===== src/rtl/spi_sclk_engine_pkg.sv =====
// Shared types and width helpers for the SPI serial-clock engine.
package spi_sclk_engine_pkg;

   typedef enum logic [1:0] {
      ST_IDLE = 2'd0,
      ST_RUN  = 2'd1,
      ST_DONE = 2'd2
   } state_e;

   // Width needed to hold (2^sppr_w) * 2^(2^spr_w), the largest divisor.
   function automatic int calc_div_w(input int sppr_w, input int spr_w);
      return sppr_w + (1 << spr_w) + 1;
   endfunction

endpackage


===== src/rtl/spi_sclk_engine_edge_counter.sv =====
// Half-period counter with an SCLK toggle flop; can be frozen or cleared.
module spi_edge_counter #(
   parameter int DIV_W = 12
) (
   input  logic             clk_i,
   input  logic             rst_ni,
   input  logic             clear_i,
   input  logic             freeze_i,
   input  logic             idle_level_i,
   input  logic [DIV_W-1:0] half_period_i,
   output logic             sclk_o,
   output logic             edge_pre_o
);

   logic [DIV_W-1:0] cnt_q, cnt_d;
   logic             sclk_q, sclk_d;

   // An edge lands at the end of the cycle in which the counter reaches H-1.
   assign edge_pre_o = ~clear_i & ~freeze_i & (cnt_q == half_period_i - DIV_W'(1));
   assign sclk_o     = sclk_q;

   // Next-state: clear reloads the idle level, freeze holds, otherwise count/toggle.
   always_comb begin
      cnt_d  = cnt_q;
      sclk_d = sclk_q;
      if (clear_i) begin
         cnt_d  = '0;
         sclk_d = idle_level_i;
      end else if (!freeze_i) begin
         if (edge_pre_o) begin
            cnt_d  = '0;
            sclk_d = ~sclk_q;
         end else begin
            cnt_d = cnt_q + DIV_W'(1);
         end
      end
   end

   // Counter and SCLK state register.
   always_ff @(posedge clk_i or negedge rst_ni) begin
      if (!rst_ni) begin
         cnt_q  <= '0;
         sclk_q <= 1'b0;
      end else begin
         cnt_q  <= cnt_d;
         sclk_q <= sclk_d;
      end
   end

endmodule


===== src/rtl/spi_sclk_engine.sv =====
// SPI master serial-clock engine: baud division, edge strobes and frame control.
module spi_sclk_engine
   import spi_sclk_engine_pkg::*;
#(
   parameter  int SPPR_W = 3,
   parameter  int SPR_W  = 3,
   parameter  int LEN_W  = 5,
   localparam int DIV_W  = calc_div_w(SPPR_W, SPR_W)
) (
   input  logic              PCLK,
   input  logic              PRESETn,
   input  logic              cpol,
   input  logic              cpha,
   input  logic [SPPR_W-1:0] sppr,
   input  logic [SPR_W-1:0]  spr,
   input  logic [LEN_W-1:0]  frame_len,
   input  logic              start,
   input  logic              abort,
   input  logic              spiswai,
   output logic              sclk,
   output logic              sample_stb,
   output logic              shift_stb,
   output logic              sample_pre,
   output logic              shift_pre,
   output logic              busy,
   output logic              done,
   output logic [LEN_W-1:0]  bit_cnt,
   output logic [DIV_W-1:0]  baud_rate_divisor
);

   state_e             state_q, state_d;
   logic               cpol_q, cpol_d;
   logic               cpha_q, cpha_d;
   logic [LEN_W-1:0]   len_q, len_d;
   logic [LEN_W-1:0]   bit_cnt_q, bit_cnt_d;
   logic [DIV_W-1:0]   half_q, half_d;
   logic [LEN_W:0]     edge_q, edge_d;
   logic               sample_stb_q, sample_stb_d;
   logic               shift_stb_q, shift_stb_d;

   logic [DIV_W-1:0]   presc;
   logic [SPR_W:0]     shamt;
   logic               start_ok, cnt_clear, edge_pre, sclk_run, last_edge, is_sample;

   // Divisor (sppr+1) * 2^(spr+1), straight from the live inputs.
   assign presc             = DIV_W'(sppr) + DIV_W'(1);
   assign shamt             = {1'b0, spr} + (SPR_W+1)'(1);
   assign baud_rate_divisor = presc << shamt;

   assign start_ok  = start & ~abort & ~spiswai & (frame_len != '0);
   assign cnt_clear = (state_q != ST_RUN) | abort;
   // edge_q holds edges already completed, so an even count means a leading edge is next.
   assign last_edge = (edge_q == {len_q, 1'b0} - (LEN_W+1)'(1));
   assign is_sample = (edge_q[0] == cpha_q);

   spi_edge_counter #(.DIV_W(DIV_W)) u_edge_counter (
      .clk_i         (PCLK),
      .rst_ni        (PRESETn),
      .clear_i       (cnt_clear),
      .freeze_i      (spiswai),
      .idle_level_i  (cpol_d),
      .half_period_i (half_q),
      .sclk_o        (sclk_run),
      .edge_pre_o    (edge_pre)
   );

   assign sample_pre = edge_pre & is_sample;
   assign shift_pre  = edge_pre & ~is_sample;
   assign busy       = (state_q != ST_IDLE);
   assign done       = (state_q == ST_DONE) & ~abort;
   assign sclk       = busy ? sclk_run : cpol;
   assign sample_stb = sample_stb_q & ~abort;
   assign shift_stb  = shift_stb_q & ~abort;
   assign bit_cnt    = bit_cnt_q;

   // Frame FSM next-state, config latching, edge and bit bookkeeping.
   always_comb begin
      state_d      = state_q;
      cpol_d       = cpol_q;
      cpha_d       = cpha_q;
      len_d        = len_q;
      half_d       = half_q;
      edge_d       = edge_q;
      bit_cnt_d    = bit_cnt_q;
      sample_stb_d = sample_pre;
      shift_stb_d  = shift_pre;
      case (state_q)
         ST_IDLE: begin
            if (start_ok) begin
               state_d   = ST_RUN;
               cpol_d    = cpol;
               cpha_d    = cpha;
               len_d     = frame_len;
               half_d    = baud_rate_divisor;
               edge_d    = '0;
               bit_cnt_d = '0;
            end
         end
         ST_RUN: begin
            if (abort) begin
               state_d = ST_IDLE;
            end else if (edge_pre) begin
               edge_d = edge_q + (LEN_W+1)'(1);
               if (is_sample && (bit_cnt_q != len_q)) begin
                  bit_cnt_d = bit_cnt_q + LEN_W'(1);
               end
               if (last_edge) begin
                  state_d = ST_DONE;
               end
            end
         end
         ST_DONE: state_d = ST_IDLE;
         default: state_d = ST_IDLE;
      endcase
   end

   // State, latched configuration and registered strobes.
   always_ff @(posedge PCLK or negedge PRESETn) begin
      if (!PRESETn) begin
         state_q      <= ST_IDLE;
         cpol_q       <= 1'b0;
         cpha_q       <= 1'b0;
         len_q        <= '0;
         half_q       <= '0;
         edge_q       <= '0;
         bit_cnt_q    <= '0;
         sample_stb_q <= 1'b0;
         shift_stb_q  <= 1'b0;
      end else begin
         state_q      <= state_d;
         cpol_q       <= cpol_d;
         cpha_q       <= cpha_d;
         len_q        <= len_d;
         half_q       <= half_d;
         edge_q       <= edge_d;
         bit_cnt_q    <= bit_cnt_d;
         sample_stb_q <= sample_stb_d;
         shift_stb_q  <= shift_stb_d;
      end
   end

endmodule


===== config.mk =====
export PLATFORM = sky130hd
export DESIGN_NAME = spi_sclk_engine
export DESIGN_NICKNAME = d
export VERILOG_FILES = /design/src/rtl/spi_sclk_engine_pkg.sv /design/src/rtl/spi_sclk_engine_edge_counter.sv /design/src/rtl/spi_sclk_engine.sv
export SDC_FILE = /design/constraint.sdc
export NUM_CORES = 1
export LEC_CHECK = 0
export CORE_MARGIN = 4
export CORE_UTILIZATION = 60
export DETAILED_ROUTE_END_ITERATION = 10
export GPL_TIMING_DRIVEN = 1
export PLACE_DENSITY_LB_ADDON = 0.12
export SLEW_MARGIN = 0
export SYNTH_ARGS = -nofsm -noshare
export SYNTH_HDL_FRONTEND = slang
export SYNTH_HIERARCHICAL = 1
export SYNTH_SLANG_ARGS = --single-unit

===== constraint.sdc =====
create_clock -name PCLK -period 9 [get_ports PCLK]
set_input_delay 1.8 -clock PCLK [delete_from_list [all_inputs] [get_ports PCLK]]
set_output_delay 1.8 -clock PCLK [all_outputs]
set_load 0.02 [all_outputs]

==> qor.txt, run 1 <==
CP Capture Type - output pin
DR pass1 iterations - 4
Final Skew - 11.0 ps
Crit Path Category - primary input to output pin
max incr delay on CP - 650 ps
GRT Residual Overflow - 0
DR DRC count - 0
CTS Hold Bufs - 0
Avg Synthesized Cell Area - 8.92 um2
Setup Viol. Count Final - 0
met1 Resource Use GR - 0.319
cell taking the most area after synthesis - dfrtp_1
synth unique cells - 58
cells after synthesis - 354
most frequent cell after synthesis - nand2_1
#FFs+latches synth - 47
worst setup path startpoint - abort
Tot GR Track Use - 0.226
clock buffer count from CTS - 5
Async SR Flop Fraction - 1.00
clk buf depth - 2
ranking of synthesized cells by area - dfrtp_1, nand2_1, xnor2_1
post-CTS sizing - 0
status - complete, no violations
antenna violations before repair - 0
Post-synth EDFFs - 0
CP bufs+invs - 4
IO Count - 42
Crit path max-delay family - simple AND/OR/NAND/NOR gates
CTS tree - yes
Die Area - 0.00649 mm2
period utilization - 0.783
sequential-to-total area share from yosys stat - 0.373
met2 usage - 0.355
area grow syn2layout - 17.0%
min-delay worst type - register to register
Warnings, synthesis - 6
FMAX - 142 MHz
Max VDD drop - 0.0882 mV
post-DP HPWL - 5.15 mm
FP Rows - 26
CP Data Required Time - 7200 ps
final wirelength - 6.98 mm
most frequent cells after synthesis - nand2_1, dfrtp_1, nor2_1
TNS Setup - 0 ps
NumNets Final - 413
min-delay src - cpol_q
first-pass GRT wire length - 11.5 mm
Final min period - 7050 ps
Root Driver - clkbuf_8
share of cells above drive strength 1 - 0.0797
final hold viol count - 0
r2r setup slk - 5200 ps
vias in the first global route - 2,460
CP cell instances - clkdlybuf4s50_1, nor3b_1, inv_1, nor2_1, nand3_1, nor4b_1, nand2_1, nor4_1, inv_1, nor2_1, clkdlybuf4s50_1
slowest stage cell, crit path - nor4_1
Die W - 80.5 um
max-cap check violation count - 0
top-area cell type share of the netlist area - 0.373
Core Util, Final - 0.723
die height - 80.5 um
CP max FO - 9
RSZ-0062 raised after global routing - no
top_reg_cell synth - dfrtp_1
Initial Util - 0.618
Top Usage Layer GRT - met2
Layout fillers - 418
P_leak - 1.59 nW
later-pin clock latency in the skew report - 310 ps
GP Congestion - 0.818
Core ar. - 0.00511 mm2
Vias/cell - 5.81
IO buf count - 41
syn nets - 379
worst-margin pin slew - 1030 ps
Final Max Slew Viols - 0
# Post-CTS Setup Buffers - 0
DR iter-0 viols - 130
CP arrival - 5250 ps
Cell Pwr Density - 159 mW/mm2
Vias - 2,666
met3 Use GR - 0.0392
H-tree Lvls - 2
diode count - 0
largest net degree at the start of global routing - 48
CP Launch Type - primary input
reg-to-reg startpoint - half_q[0]
CTS Sinks - 47
ANT nets after route - 0
drt wl/cell - 15.2 um
Reg clk slew, reported paths - 100 ps
Slew HR - 0.316
Post-Syn Area - 0.00316 mm2
layout by cell type (no fill, tap or decap), drive strengths merged, types with 4 or more instances in the layout:
master	instances
nand2	50
dfrtp	47
clkdlybuf4s50	40
nor2	34
xnor2	20
xor2	20
o21ai	15
inv	14
nand3	11
nor3	11
mux2i	8
mux2	8
nand4	8
nor2b	7
ha	7
o211ai	6
nand2b	5
nor3b	5
clkbuf	5
or2	4
and2	4
and3	4
a21oi	4
or4	4
power breakdown:
| group | switching [mW] | internal, mW | leakage [nW] |
|---|---|---|---|
| Sequential | 0.0232 | 0.226 | 0.635 |
| Clock | 0.0778 | 0.111 | 0.0644 |
| Combinational | 0.0819 | 0.0688 | 0.894 |
| Total | 0.183 | 0.406 | 1.59 |
flip-flops by register name, summed over array words and instances (netlist names):
name	cells
shift_stb_q	1
cpol_q	1
len_q	5
u_edge_counter/sclk_o	1
state_q	2
bit_cnt	5
u_edge_counter/cnt_q	12
half_q	12
sample_stb_q	1
cpha_q	1
edge_q	6
cell families (layout without fill, tap and decap cells):
group,Yosys count,in the layout,share of synthesized area
multiplexers,16,16,0.0539
XOR/XNOR,40,40,0.111
AO/OA/AOI/OAI,53,53,0.120
adder cells (fa/ha/maj),7,7,0.0277
buffers and inverters,29,64,0.0480
AND/OR/NAND/NOR,162,162,0.266
flip-flops,47,47,0.373
path summary, 6_finish.rpt:
path,cells after the start,endpoint
worst max-delay path,11,sample_pre
worst min-delay path,2,cpol_q
worst max register to register,11,bit_cnt[0]
worst min register to register,2,cpol_q
max in group asynchronous,1,edge_q[4]
min in group asynchronous,1,u_edge_counter/cnt_q[6]
cell type report:
| type | instances | area (um2) | area share |
|---|---|---|---|
| timing repair buffer | 42 | 413 | 0.112 |
| tap | 70 | 87.6 | 0.0237 |
| inverter | 14 | 52.6 | 0.0142 |
| clock inverter | 3 | 67.6 | 0.0183 |
| sequential | 47 | 1180 | 0.318 |
| clock buffer | 5 | 68.8 | 0.0186 |
| multi-input combinational | 278 | 1830 | 0.495 |
stage by stage:
stage	total power, mW	cell area, um2	hold WS [ps]	worst slack, ps	instances
finish	0.589	3690	512	1950	459
global route	0.615	3690	540	1550	459
CTS	0.587	3690	518	1930	459
detailed placement	0.402	3560	491	1960	451
global placement	0.397	3560	487	2110	451
floorplan	0.358	3160	441	3370	354
per-layer routing:
layer,vias to the layer above,wire length [um]
met2,50,3190
met4,0,72
met5,-,0
met1,1301,3490
met3,8,223
li1,1307,-
worst min-delay path, stage by stage, from the launching register on:
cell and delay (ps):
dfrtp_1 330, nand2_1 50, nand2_1 100
(Power assumes the default switching activity.)
==> run 2, diff against run 1 <==
--- a/config.mk
+++ b/config.mk
@@ -6,7 +6,7 @@
 export NUM_CORES = 1
 export LEC_CHECK = 0
 export CORE_MARGIN = 4
-export CORE_UTILIZATION = 60
+export CORE_UTILIZATION = 50
 export DETAILED_ROUTE_END_ITERATION = 10
 export GPL_TIMING_DRIVEN = 1
 export PLACE_DENSITY_LB_ADDON = 0.12
==> constraint.sdc (replaced) <==
create_clock -name PCLK -period 6.2 [get_ports PCLK]
set_input_delay 1.24 -clock PCLK [delete_from_list [all_inputs] [get_ports PCLK]]
set_output_delay 1.24 -clock PCLK [all_outputs]
set_load 0.02 [all_outputs]
==> run 2 against run 1 <==
  * Non-clock buffer count up 1
  * Power increased by 30%
  * Sequential share of layout area up 0.30 points
  * Core utilization down 12 points
  * Sequential cell count unchanged
  * Design area fell by 0.95%
  * Clock skew hardly changed
  * Clock power about the same
  * Critical path type unchanged
  * Critical endpoint unchanged
  * Largest cell class unchanged
==> qor.txt, run 2 (same netlist as run 1, synthesis figures left out) <==
Reg clk slew, reported paths - 80 ps (was 100 ps)
share of cells above drive strength 1 - 0.0797 (unchanged)
area grow syn2layout - 15.9% (was 17.0%)
Die Area - 0.00765 mm2 (was 0.00649 mm2)
diode count - 0 (unchanged)
sw frac - 0.328 (was 0.311)
final hold viol count - 0 (unchanged)
min-delay src - cpol_q (unchanged)
Die W - 87.5 um (was 80.5 um)
later-pin clock latency in the skew report - 300 ps (was 310 ps)
IO buf count - 41 (unchanged)
Core Util, Final - 0.607 (was 0.723)
reg-to-reg startpoint - half_q[0] (unchanged)
Vias - 2,609 (was 2,666)
RSZ-0062 raised after global routing - no (unchanged)
final wirelength - 7.07 mm (was 6.98 mm)
commonest non-fill, non-tap cell in the layout - nand2_1 (unchanged)
drt wl/cell - 15.2 um (about the same)
Cell Pwr Density - 210 mW/mm2 (was 159 mW/mm2)
CTS tree - yes (unchanged)
Fin Hold WS - 476 ps (was 512 ps)
period utilization - 0.915
DR pass1 iterations - 4 (unchanged)
DR DRC count - 0 (unchanged)
Final Max Slew Viols - 0 (unchanged)
CP arrival - 4430 ps (was 5250 ps)
Crit Path Category - primary input to output pin (unchanged)
ANT nets after route - 0 (unchanged)
CTS Sinks - 47 (unchanged)
CP Capture Type - output pin (unchanged)
DR WL met3 - 381 um (was 223 um)
FMAX - 176 MHz
FP Rows - 28 (was 26)
Max VDD drop - 0.121 mV (was 0.0882 mV)
clock share of power - 0.244 (was 0.320)
Root Driver - clkbuf_8 (unchanged)
P_leak - 1.58 nW (was 1.59 nW)
sequential power share - 0.473 (was 0.424)
Int Pwr - 0.516 mW (was 0.406 mW)
# Post-CTS Setup Buffers - 0 (unchanged)
GRT Residual Overflow - 0 (unchanged)
first-pass GRT wire length - 12.1 mm (was 11.5 mm)
Vias/cell - 5.62 (was 5.81)
Setup Viol. Count Final - 0 (unchanged)
clock buffer count from CTS - 5 (unchanged)
CTS Hold Bufs - 0 (unchanged)
CP max FO - 9 (unchanged)
Met2 Wirelength - 3.15 mm (was 3.19 mm)
Tot GR Track Use - 0.198 (was 0.226)
highest metal used - met4 (unchanged)
status - complete, no violations (unchanged)
largest registers - half_q (12), u_edge_counter/cnt_q (12), edge_q (6) (unchanged)
Hold EP - cpol_q (unchanged)
Hold Path Depth - 2 (unchanged)
largest net degree at the start of global routing - 48 (unchanged)
Layout fillers - 549 (was 418)
antenna violations before repair - 0 (unchanged)
NumNets Final - 414 (was 413)
Slew HR - 0.300 (was 0.316)
wl on met1 - 3.47 mm (was 3.49 mm)
R2R Path End - bit_cnt[0] (unchanged)
combinational power share - 0.284 (was 0.256)
TNS Setup - 0 ps (unchanged)
placed instance area - 0.00357 mm2 (was 0.00356 mm2)
r2r setup slk - 2710 ps (was 5200 ps)
CP Launch Type - primary input (unchanged)
DR iter-0 viols - 130 (unchanged)
die height - 87.5 um (was 80.5 um)
Final Skew - 11.3 ps (was 11.0 ps)
Final min period - 5670 ps
Core ar. - 0.00603 mm2 (was 0.00511 mm2)
clk buf depth - 2 (unchanged)
final instance area - 0.00366 mm2 (was 0.00369 mm2)
CP Data Required Time - 4960 ps (was 7200 ps)
min-delay worst type - register to register (unchanged)
Initial Util - 0.524 (was 0.618)
IO Count - 42 (unchanged)
most frequent cells in the layout - nand2_1, dfrtp_1, clkdlybuf4s50_1 (unchanged)
Sw Pwr - 0.252 mW (was 0.183 mW)
GP Congestion - 0.852 (was 0.818)
worst-margin pin slew - 1050 ps (was 1030 ps)
reg2reg path depth - 13 (was 11)
post-CTS sizing - 0 (unchanged)
H-tree Lvls - 2 (unchanged)
max-cap check violation count - 0 (unchanged)
post-DP HPWL - 5.24 mm (was 5.15 mm)
vias in the first global route - 2,550 (was 2,460)
run 2: changes by cell type in the layout (fill, tap and decap cells not counted), sizes merged:
cell / change
buf: +1
bufinv: -2
clkbuf: +1
clkinv: +1
clkinvlp: -1
run 2: layer usage:
metal | GRT usage | vias up
li1 | - | 1301
met1 | 0.287 | 1232
met2 | 0.299 | 68
met3 | 0.0445 | 8
met4 | 0.0474 | 0
met5 | 0 | -
run 2: power by group through the flow:
stage | Sequential [mW] | Clock (mW) | Combinational [mW]
2_1_floorplan | 0.353 | 0 | 0.167
3_3_place_gp | 0.368 | 0 | 0.211
3_5_place_dp | 0.369 | 0 | 0.216
4_1_cts | 0.363 | 0.194 | 0.217
5_1_grt | 0.367 | 0.211 | 0.242
6_report | 0.363 | 0.187 | 0.218
run 2: cell type report:
cell class                      count  area, um2  share of cell area
Tap cell                           75       93.8              0.0256
Multi-Input combinational cell    278       1830               0.500
Clock buffer                        6       82.6              0.0226
Timing Repair Buffer               43        420               0.115
Sequential cell                    47       1180               0.321
Inverter                           14       52.6              0.0144
Clock inverter                      1       5.00             0.00137
run 2: worst max-delay path, cell delays in order:
cell and delay, ps:
clkdlybuf4s50_1 530, nor3b_1 430, inv_1 250, nor2_1 200, nand3_1 100, nor4b_1 380, nand2_1 100, nor4_1 230
buf_4 180, inv_1 40, nor2_1 130, clkdlybuf4s50_1 620
run 2: worst max-delay path by stage:
| stage | startpoint | end | cells past startpoint |
|---|---|---|---|
| 2_1_floorplan | abort | sample_pre | 9 |
| 3_3_place_gp | abort | sample_pre | 12 |
| 3_5_place_dp | abort | sample_pre | 12 |
| 4_1_cts | abort | sample_pre | 12 |
| 5_1_grt | abort | sample_pre | 12 |
| 6_report | abort | sample_pre | 12 |
run 2: stage by stage:
stage	power, mW	worst slack (ps)	instances
after global routing	0.820	191	464
after detailed placement	0.585	556	457
after floorplan	0.520	1690	354
after global placement	0.579	690	457
after CTS	0.774	543	464
final	0.768	527	464
